==> config.mk <==
export PLATFORM = sky130hd
export DESIGN_NAME = bounce_generator
export DESIGN_NICKNAME = d
export VERILOG_FILES = /design/src/rtl/bounce_generator.sv
export SDC_FILE = /design/constraint.sdc
export NUM_CORES = 1
export LEC_CHECK = 0
export CORE_MARGIN = 2
export CORE_UTILIZATION = 32
export DETAILED_ROUTE_END_ITERATION = 7
export SLEW_MARGIN = 20
export SYNTH_ARGS = -nofsm -noshare
export SYNTH_HDL_FRONTEND = slang
export SYNTH_SLANG_ARGS = --single-unit
==> constraint.sdc <==
create_clock -name i_Clk -period 5.35 [get_ports i_Clk]
set_clock_uncertainty 0.15 [all_clocks]
set_input_delay 1.605 -clock i_Clk [delete_from_list [all_inputs] [get_ports i_Clk]]
set_output_delay 1.605 -clock i_Clk [all_outputs]
set_load 0.005 [all_outputs]
==> src/rtl/bounce_generator.sv <==
// bounce_generator: turns a clean level command into a pseudo-random bouncy contact signal.
// Optional macro BOUNCE_GEN_COUNT_EN adds the o_Edge_Count burst toggle counter.
module bounce_generator #(
  parameter int unsigned BOUNCE_CYCLES = 16,
  parameter int unsigned SETTLE_CYCLES = 8,
  parameter int unsigned SEG_BITS      = 2,
  parameter logic [15:0] LFSR_SEED     = 16'hACE1
) (
  input  logic       i_Clk,
  input  logic       i_Rst_L,
  input  logic       i_Level,
  output logic       o_Bouncy,
  output logic       o_Busy,
  output logic       o_Done
`ifdef BOUNCE_GEN_COUNT_EN
  ,
  output logic [7:0] o_Edge_Count
`endif
);

  localparam int unsigned WIN_W = $clog2(BOUNCE_CYCLES + 1);
  localparam int unsigned SET_W = $clog2(SETTLE_CYCLES + 1);
  localparam logic [15:0] LFSR_MASK = 16'hB400;
  localparam logic [15:0] SEED_EFF  = (LFSR_SEED == 16'h0000) ? 16'hACE1 : LFSR_SEED;
  localparam logic [WIN_W-1:0] WIN_INIT = WIN_W'(BOUNCE_CYCLES - 1);
  localparam logic [SET_W-1:0] SET_INIT = SET_W'(SETTLE_CYCLES - 1);

  typedef enum logic [1:0] {
    ST_IDLE   = 2'd0,
    ST_BOUNCE = 2'd1,
    ST_SETTLE = 2'd2
  } state_t;

  // Galois step, shifting right; an all-zero seed never reaches here.
  function automatic logic [15:0] lfsr_next(input logic [15:0] v);
    return {1'b0, v[15:1]} ^ (v[0] ? LFSR_MASK : 16'h0000);
  endfunction

  state_t              state_q, state_d;
  logic [15:0]         lfsr_q, lfsr_d;
  logic                target_q, target_d;
  logic                bouncy_q, bouncy_d;
  logic                busy_q, busy_d;
  logic                done_q, done_d;
  logic [WIN_W-1:0]    window_q, window_d;
  logic [SET_W-1:0]    settle_q, settle_d;
  logic [SEG_BITS-1:0] seg_q, seg_d;
  logic                start_s;

  // A retarget during BOUNCE restarts the window; SETTLE deliberately ignores the input.
  assign start_s = ((state_q == ST_IDLE) || (state_q == ST_BOUNCE)) && (i_Level != target_q);

  // Next-state and next-output computation for the burst sequencer.
  always_comb begin
    lfsr_d   = lfsr_next(lfsr_q);
    state_d  = state_q;
    target_d = target_q;
    bouncy_d = bouncy_q;
    busy_d   = busy_q;
    done_d   = 1'b0;
    window_d = window_q;
    settle_d = settle_q;
    seg_d    = seg_q;
    if (start_s) begin
      target_d = i_Level;
      bouncy_d = i_Level;
      window_d = WIN_INIT;
      seg_d    = lfsr_q[SEG_BITS-1:0];
      busy_d   = 1'b1;
      state_d  = ST_BOUNCE;
    end else begin
      case (state_q)
        ST_IDLE: begin
          busy_d = 1'b0;
        end
        ST_BOUNCE: begin
          if (window_q == WIN_W'(0)) begin
            bouncy_d = target_q;
            settle_d = SET_INIT;
            state_d  = ST_SETTLE;
          end else begin
            window_d = window_q - WIN_W'(1);
            if (seg_q == SEG_BITS'(0)) begin
              bouncy_d = ~bouncy_q;
              seg_d    = lfsr_q[SEG_BITS-1:0];
            end else begin
              seg_d = seg_q - SEG_BITS'(1);
            end
          end
        end
        ST_SETTLE: begin
          bouncy_d = target_q;
          if (settle_q == SET_W'(0)) begin
            state_d = ST_IDLE;
            busy_d  = 1'b0;
            done_d  = 1'b1;
          end else begin
            settle_d = settle_q - SET_W'(1);
          end
        end
        default: begin
          state_d  = ST_IDLE;
          busy_d   = 1'b0;
          bouncy_d = target_q;
        end
      endcase
    end
  end

  // State and output registers; reset aborts any burst in progress.
  always_ff @(posedge i_Clk or negedge i_Rst_L) begin
    if (!i_Rst_L) begin
      state_q  <= ST_IDLE;
      lfsr_q   <= SEED_EFF;
      target_q <= 1'b0;
      bouncy_q <= 1'b0;
      busy_q   <= 1'b0;
      done_q   <= 1'b0;
      window_q <= WIN_W'(0);
      settle_q <= SET_W'(0);
      seg_q    <= SEG_BITS'(0);
    end else begin
      state_q  <= state_d;
      lfsr_q   <= lfsr_d;
      target_q <= target_d;
      bouncy_q <= bouncy_d;
      busy_q   <= busy_d;
      done_q   <= done_d;
      window_q <= window_d;
      settle_q <= settle_d;
      seg_q    <= seg_d;
    end
  end

  assign o_Bouncy = bouncy_q;
  assign o_Busy   = busy_q;
  assign o_Done   = done_q;

`ifdef BOUNCE_GEN_COUNT_EN
  logic [7:0] edge_count_q, edge_count_d;
  logic       toggle_s;

  assign toggle_s = !start_s && (state_q == ST_BOUNCE) && (window_q != WIN_W'(0)) &&
                    (seg_q == SEG_BITS'(0));

  // Burst toggle counter: first contact counts as one, saturates, holds until the next start.
  always_comb begin
    if (start_s) begin
      edge_count_d = 8'd1;
    end else if (toggle_s && (edge_count_q != 8'hFF)) begin
      edge_count_d = edge_count_q + 8'd1;
    end else begin
      edge_count_d = edge_count_q;
    end
  end

  // Edge counter register.
  always_ff @(posedge i_Clk or negedge i_Rst_L) begin
    if (!i_Rst_L) begin
      edge_count_q <= 8'd0;
    end else begin
      edge_count_q <= edge_count_d;
    end
  end

  assign o_Edge_Count = edge_count_q;
`endif

endmodule

* Yosys cells after proc, flatten, opt, wreduce, memory -nomap -nowiden
Cells that the tools add are included.
Operators by class: add/subtract/negate cells 3, eq/ne operators 11, muxes and demuxes 25, bitwise logic cells 3, reductions and logical operators 13
Operators with widths (count):
- $mux W16 | 1
- $xor A15 B16 Y16 | 1
- $mux W5 | 3
- $mux W2 | 7
- $mux W1 | 8
- $mux W4 | 2
- $ne A2 B2 Y1 const B | 4
- $pmux W4 S2 | 1
- $pmux W2 S3 | 1
- $reduce_and A2 Y1 | 3
- $logic_not A5 Y1 | 1
- $sub A5 B1 Y5 const B | 1
- $logic_not A2 Y1 | 2
- $logic_not A4 Y1 | 1
- $ne A4 B2 Y1 const B | 1
- $pmux W1 S2 | 2
- $reduce_and A4 Y1 | 1
- $reduce_bool A2 Y1 | 2
- $sub A4 B1 Y4 const B | 1
- $ne A3 B2 Y1 const B | 1
- $ne A3 B3 Y1 const B | 1
- $reduce_and A3 Y1 | 1
- $eq A2 B1 Y1 const B | 1
- $eq A2 B2 Y1 const B | 1
- 6 further kinds | 7
Word-level totals: flip-flop bits (word level) 33, input bits 3, output and inout port bits 3, word-level logic and storage cells 64

* Logic depth before layout (Yosys ltp)
Gate-level depths: netlist of the first run.
word-level depth 5, depth in mapped cells 6

* Worst setup path after synthesis of the first run
OpenSTA, ideal clock, no wires.
kind input port to flip-flop, from input i_Level, to register seg_q[1], setup time 0.121 ns, data arrival time 2.291 ns, data required time 5.079 ns, setup slack 2.788 ns, cell stages on the path 5, cell sequence xor2_1 nand2b_1 clkbuf_1 o31ai_1 o2bb2ai_1
On the way: word-level cells in the longest chain between the ends 4, elaborated cells between the ends (all ways) 6
RTL lines:
- start: declaration | RTL line 11 | input logic i_Level,
- $ne A1 B1 Y1 (*) | RTL line 51 | assign start_s = ((state_q == ST_IDLE) || (state_q == ST_BOUNCE)) && (i_Level != target_q);
- $logic_and A1 B1 Y1 (*) | RTL line 51
- $ne A2 B2 Y1 (no source line) / $reduce_bool A2 Y1 (equally long branches)
- $reduce_and A2 Y1 (no source line)
- end signal: assignment | RTL line 131 | seg_q <= seg_d;
- end: declaration | RTL line 47 | logic [SEG_BITS-1:0] seg_q, seg_d;
Mark *: on every way between the ends. The rest lies on a longest branch, timed or not. A chain may end at the register's enable or synchronous reset.

* Final worst setup path of the first run
from register bouncy_q, in the netlist o_Bouncy, to output o_Bouncy
RTL lines:
- start: declaration | RTL line 42 | logic bouncy_q, bouncy_d;
- start signal: assignment | RTL line 126 | bouncy_q <= bouncy_d;
- end: declaration | RTL line 12 | output logic o_Bouncy,
No word-level cell between the ends.

==> results of run 1 <==
-- power groups by stage --
stage | sequential, mW | clock [mW] | combinational (mW)
after floorplan | 0.263 | 0 | 0.0174
after global placement | 0.264 | 0 | 0.0283
after detailed placement | 0.264 | 0 | 0.0295
after CTS | 0.260 | 0.185 | 0.0297
after global routing | 0.261 | 0.196 | 0.0335
final | 0.260 | 0.179 | 0.0290
-- cell families after synthesis --
group | after synthesis | share of synthesized area, %
and+or+nand+nor | 32 | 13.78
muxes | 1 | 0.8379
DFF | 33 | 62.20
AOI/OAI and AO/OA | 22 | 12.29
adders and majority gates | 3 | 2.794
buffers and inverters | 10 | 2.886
xor gates and xnor gates | 8 | 5.214
-- state kept, by name (all words and copies together) (netlist names) --
signal	cells
lfsr_q	16
settle_q	4
o_Busy	1
o_Done	1
window_q	5
target_q	1
o_Bouncy	1
state_q	2
seg_q	2
-- cell usage after synthesis (all sizes together) (2+ instances only) --
cell     number  share of area (%)
o21ai         7                2.6
nor3          2               0.74
nand2         9                3.6
xor2          6                3.9
nand2b        3                1.4
nand3         3                1.1
xnor2         2                1.3
nor2b         2               0.93
o2bb2ai       2                1.3
inv           8                2.2
o31ai         2                2.1
o22ai         3                1.9
ha            3                2.8
nor3b         2                1.1
dfrtp        25                 47
nor2          6                1.7
dfstp         8                 16
-- cell type report --
class / instances / area, sq um
clock inverter: 2 / 10.01
multi-input combinational: 66 / 469.2
clock buffer: 6 / 72.57
sequential: 33 / 835.8
fill: 396 / 2491
inverter: 8 / 30.03
tap: 50 / 62.56
timing repair buffer: 6 / 57.56
-- how the worst max path moves through the flow --
| stage | startpoint | end | slack, ps | depth (start not counted) |
|---|---|---|---|---|
| finish | o_Bouncy | o_Bouncy | 2410 | 1 |
| global route | i_Level | seg_q[0] | 2340 | 5 |
| CTS | o_Bouncy | o_Bouncy | 2390 | 1 |
| detailed placement | i_Level | seg_q[0] | 2140 | 5 |
| global placement | i_Level | seg_q[0] | 2150 | 5 |
| floorplan | i_Level | seg_q[1] | 2790 | 5 |
-- metrics by stage --
step                total power [mW]  setup WS [ps]  utilization [%]  instances
floorplan                     0.2805           2788                -        109
global placement              0.2921           2147            36.12        163
detailed placement            0.2937           2138            36.12        163
CTS                           0.4747           2390            38.17        171
global route                  0.4904           2338            38.17        171
finish                        0.4677           2410            38.17        171
-- per-layer routing --
metal,global-route usage [%],up-vias
met2,17.91,9
met5,0,-
met1,14.35,423
met4,5.882,0
li1,-,396
met3,3.896,3
==> flow_summary.ini, run 1 <==
[clock_network]
cts_buffer_depth = 2
numCtsBuffers = 5
htreeDepth = 2
post_cts_buffers = 0
clk_pin_slew_ps = 70
cts_root_buf = clkbuf_8
hold_buffers = 0
clkLatencyLatePin_ps = 290
cts_num_sinks = 33
cts_tree = yes
cts.repair.resized = 0

[route]
top_layer = met4
first_pass_iters = 4
wl_microns = 2309
wl_met3_microns = 71
drc = 0
drt-wirelength-per-cell_microns = 13.50
viasPerCell = 4.860
drt_first_iter_violations = 38
antenna_left = 0
wl_met1_microns = 1130
wl_met2_microns = 1080
vias = 831

[setup_path]
cp_cell_sequence = clkdlybuf4s50_1
reg2reg_slack_ps = 3320
r2r-start = window_q[0]
cp.required_ps = 3600
max_stage_delay_ps = 520
worstPathArrival_ps = 1190
cp_num_buf_inv = 1
cp-start-kind = flip-flop
crit_type = flip-flop to output pin
r2r_cells = 6
r2r-end = o_Bouncy
critPathMaxFanout = 5
cp_slowest_cell = clkdlybuf4s50_1
critical-path-top-delay-family = buffers and inverters
critPathCaptureType = output pin

[power_and_ir_drop]
p_int_uw = 357.2
pwr-share-seq_pct = 55.6
peakVddDrop_mv = 0.1193
p_clk_share_pct = 38.2
p_per_area_nw_per_um2 = 304.1
combinationalPowerShare_pct = 6.2
power.leakage_nw = 0.6836
switchingPower_uw = 110.4
swShare_pct = 23.62

[yosys]
synth-seq-area-share_pct = 62.20
synthesis.area_sq_um = 1344
postSynthAreaPerCell_sq_um = 12.33
synth-seq-cells = 33
synth_cells = 109
synth_nets = 115
synth-edff-count = 0
ys_warn_count = 0
ys.flop_type = dfrtp_1
synthArstFlopShare_pct = 100.0
ys_types = 37

[grt]
antenna_found_initial = 0
grt_pass1_vias = 882
grt_max_degree = 34
grt_overflow = 0
grt_use_total_pct = 11.56
grt_pass1_wl_microns = 3884

[finish]
final_layout_size_suffix_gt1_share_pct = 18.18
nets = 126
layout_common_cells = dfrtp_1, inv_1, dfstp_2, nand2_1
antennaDiodeCount = 0
stdcell_area_sq_um = 1538
syn2layout_area_growth_pct = 14.43
final_common_cell = dfrtp_1

[floorplan]
die-area_sq_um = 4733
fp-row-count = 23
coreArea_sq_um = 4029
die_x_microns = 68.80
initial_core_util_pct = 33.35
ios = 6
die_y_microns = 68.80

[timing]
worstMarginPinSlew_ps = 556.9
report.final.slew_viol_count = 0
finalCritPeriodShare_pct = 54.96
hold_slack_ps = 190.9
relSlewSlack_pct = 62.35
hold_violations = 0
min_period_ps = 2940
setup_viol = 0
fmax_mhz = 340.1
finalSetupTns_ps = 0
rsz0062_at_grt = no

[run_status]
status = complete, no violations

[place]
post_dp_cell_area_sq_um = 1455
gp_congestion = 0.7489
hpwl_microns = 1528
io_buffers = 5

[run]
max-cap-violations = 0

[worst_hold_path]
min_to = lfsr_q[2]
hold_start = lfsr_q[3]
holdCritPathClass = flip-flop to flip-flop
worst_hold_path.num_cells = 0
No activity file was read; power rests on OpenSTA's default activity.
==> run 2: changes to the inputs <==
- clock period: 5.35 -> 3 ns (I/O delays scaled with it)
==> flow_summary.ini, run 2 (synthesis results as in run 1) <==
[setup_path]
critPathCaptureType = output pin
cp_num_buf_inv = 1
cp-startpoint = o_Bouncy
cp.required_ps = 1950
r2r-start = window_q[0]
max_stage_delay_ps = 520
worstPathArrival_ps = 1200
crit_type = flip-flop to output pin
critPathMaxFanout = 5
critical-path-top-delay-family = buffers and inverters
r2r_cells = 6
cp_slowest_cell = clkdlybuf4s50_1
cp-start-kind = flip-flop
cp_cell_sequence = clkdlybuf4s50_1
crit_cells = 1

[finish]
multiInputGateArea_sq_um = 469.2
syn2layout_area_growth_pct = 14.71
final_layout_size_suffix_gt1_share_pct = 19.01
layout_common_cells = dfrtp_1, inv_1, dfstp_2, nand2_1
final_common_cell = dfrtp_1
regArea_sq_um = 835.8
fin_cells = 171
largest_register_ffs = 16
post-route-util_pct = 38.26
fill_cells = 396
antennaDiodeCount = 0
reg_top3 = lfsr_q x16, window_q x5, settle_q x4
nets = 126
stdcell_area_sq_um = 1541
top_register = lfsr_q

[clock_network]
htreeDepth = 2
hold_buffers = 0
numCtsBuffers = 5
cts.repair.resized = 0
cts_num_sinks = 33
post_cts_buffers = 0
clk_pin_slew_ps = 70
cts_tree = yes
cts_root_buf = clkbuf_8
cts_buffer_depth = 2
clkLatencyLatePin_ps = 280

[timing]
worstMarginPinSlew_ps = 534.0
min_period_ps = 2249
setup_viol = 0
finalSetupTns_ps = 0
finalCritPeriodShare_pct = 74.95
rsz0062_at_grt = no
fmax_mhz = 444.7
hold_slack_ps = 196.5
relSlewSlack_pct = 63.90
report.final.slew_viol_count = 0
hold_violations = 0

[run]
max-cap-violations = 0

[worst_hold_path]
hold_start = lfsr_q[4]
holdCritPathClass = flip-flop to flip-flop
worst_hold_path.num_cells = 0

[route]
wl_microns = 2226
first_pass_iters = 4
drt-wirelength-per-cell_microns = 13.02
drt_first_iter_violations = 47
drc = 0
vias = 829
viasPerCell = 4.848
antenna_left = 0

[floorplan]
die_y_microns = 68.80
die_x_microns = 68.80
initial_core_util_pct = 33.35
die-area_sq_um = 4733
coreArea_sq_um = 4029
fp-row-count = 23
ios = 6

[grt]
grt_overflow = 0
grt_max_degree = 34
grt_pass1_wl_microns = 3898
grt_pass1_vias = 836
grt_use_total_pct = 11.68
antenna_found_initial = 0

[place]
hpwl_microns = 1511
post_dp_cell_area_sq_um = 1455
gp_congestion = 0.6917
io_buffers = 5
dp.cells = 163

[run_status]
status = complete, no violations

[power_and_ir_drop]
p_per_area_nw_per_um2 = 543.5
peakVddDrop_mv = 0.2421
power.leakage_nw = 0.6826
## run 2: layout make-up
cell class                      instances  share of cell area (%)
Timing Repair Buffer                    6                   3.734
Clock buffer                            5                   4.464
Tap cell                               50                   4.058
Inverter                                8                   1.948
Multi-Input combinational cell         66                   30.44
Sequential cell                        33                   54.22
Clock inverter                          3                   1.136
## run 2: through the flow
stage                     power, mW  setup slack (ps)
after detailed placement     0.5236             485.3
after floorplan              0.5003              1143
after CTS                    0.8532             737.3
after global placement       0.5207             508.1
after global routing         0.8831             674.7
final                        0.8379             751.5
## run 2: path summary, 6_finish.rpt
check	slack (ps)	end
min in group asynchronous	860	settle_q[0]
setup / recovery	750	o_Bouncy
max in group asynchronous	1510	lfsr_q[0]
hold / removal	200	lfsr_q[3]
hold reg to reg	200	lfsr_q[3]
setup reg to reg	1030	o_Bouncy
## run 2: layer usage
| layer | up-vias | global-route usage [%] | wire, microns |
|---|---|---|---|
| met3 | 7 | 4.383 | 89 |
| met1 | 404 | 14.70 | 1066 |
| li1 | 400 | - | - |
| met5 | - | 0 | 0 |
| met2 | 18 | 16.83 | 1015 |
| met4 | 0 | 7.353 | 54 |
## run 2: power by group
| part | switching, mW | internal, mW |
|---|---|---|
| logic | 0.0294 | 0.0221 |
| registers | 0.00885 | 0.454 |
| clock network | 0.163 | 0.160 |
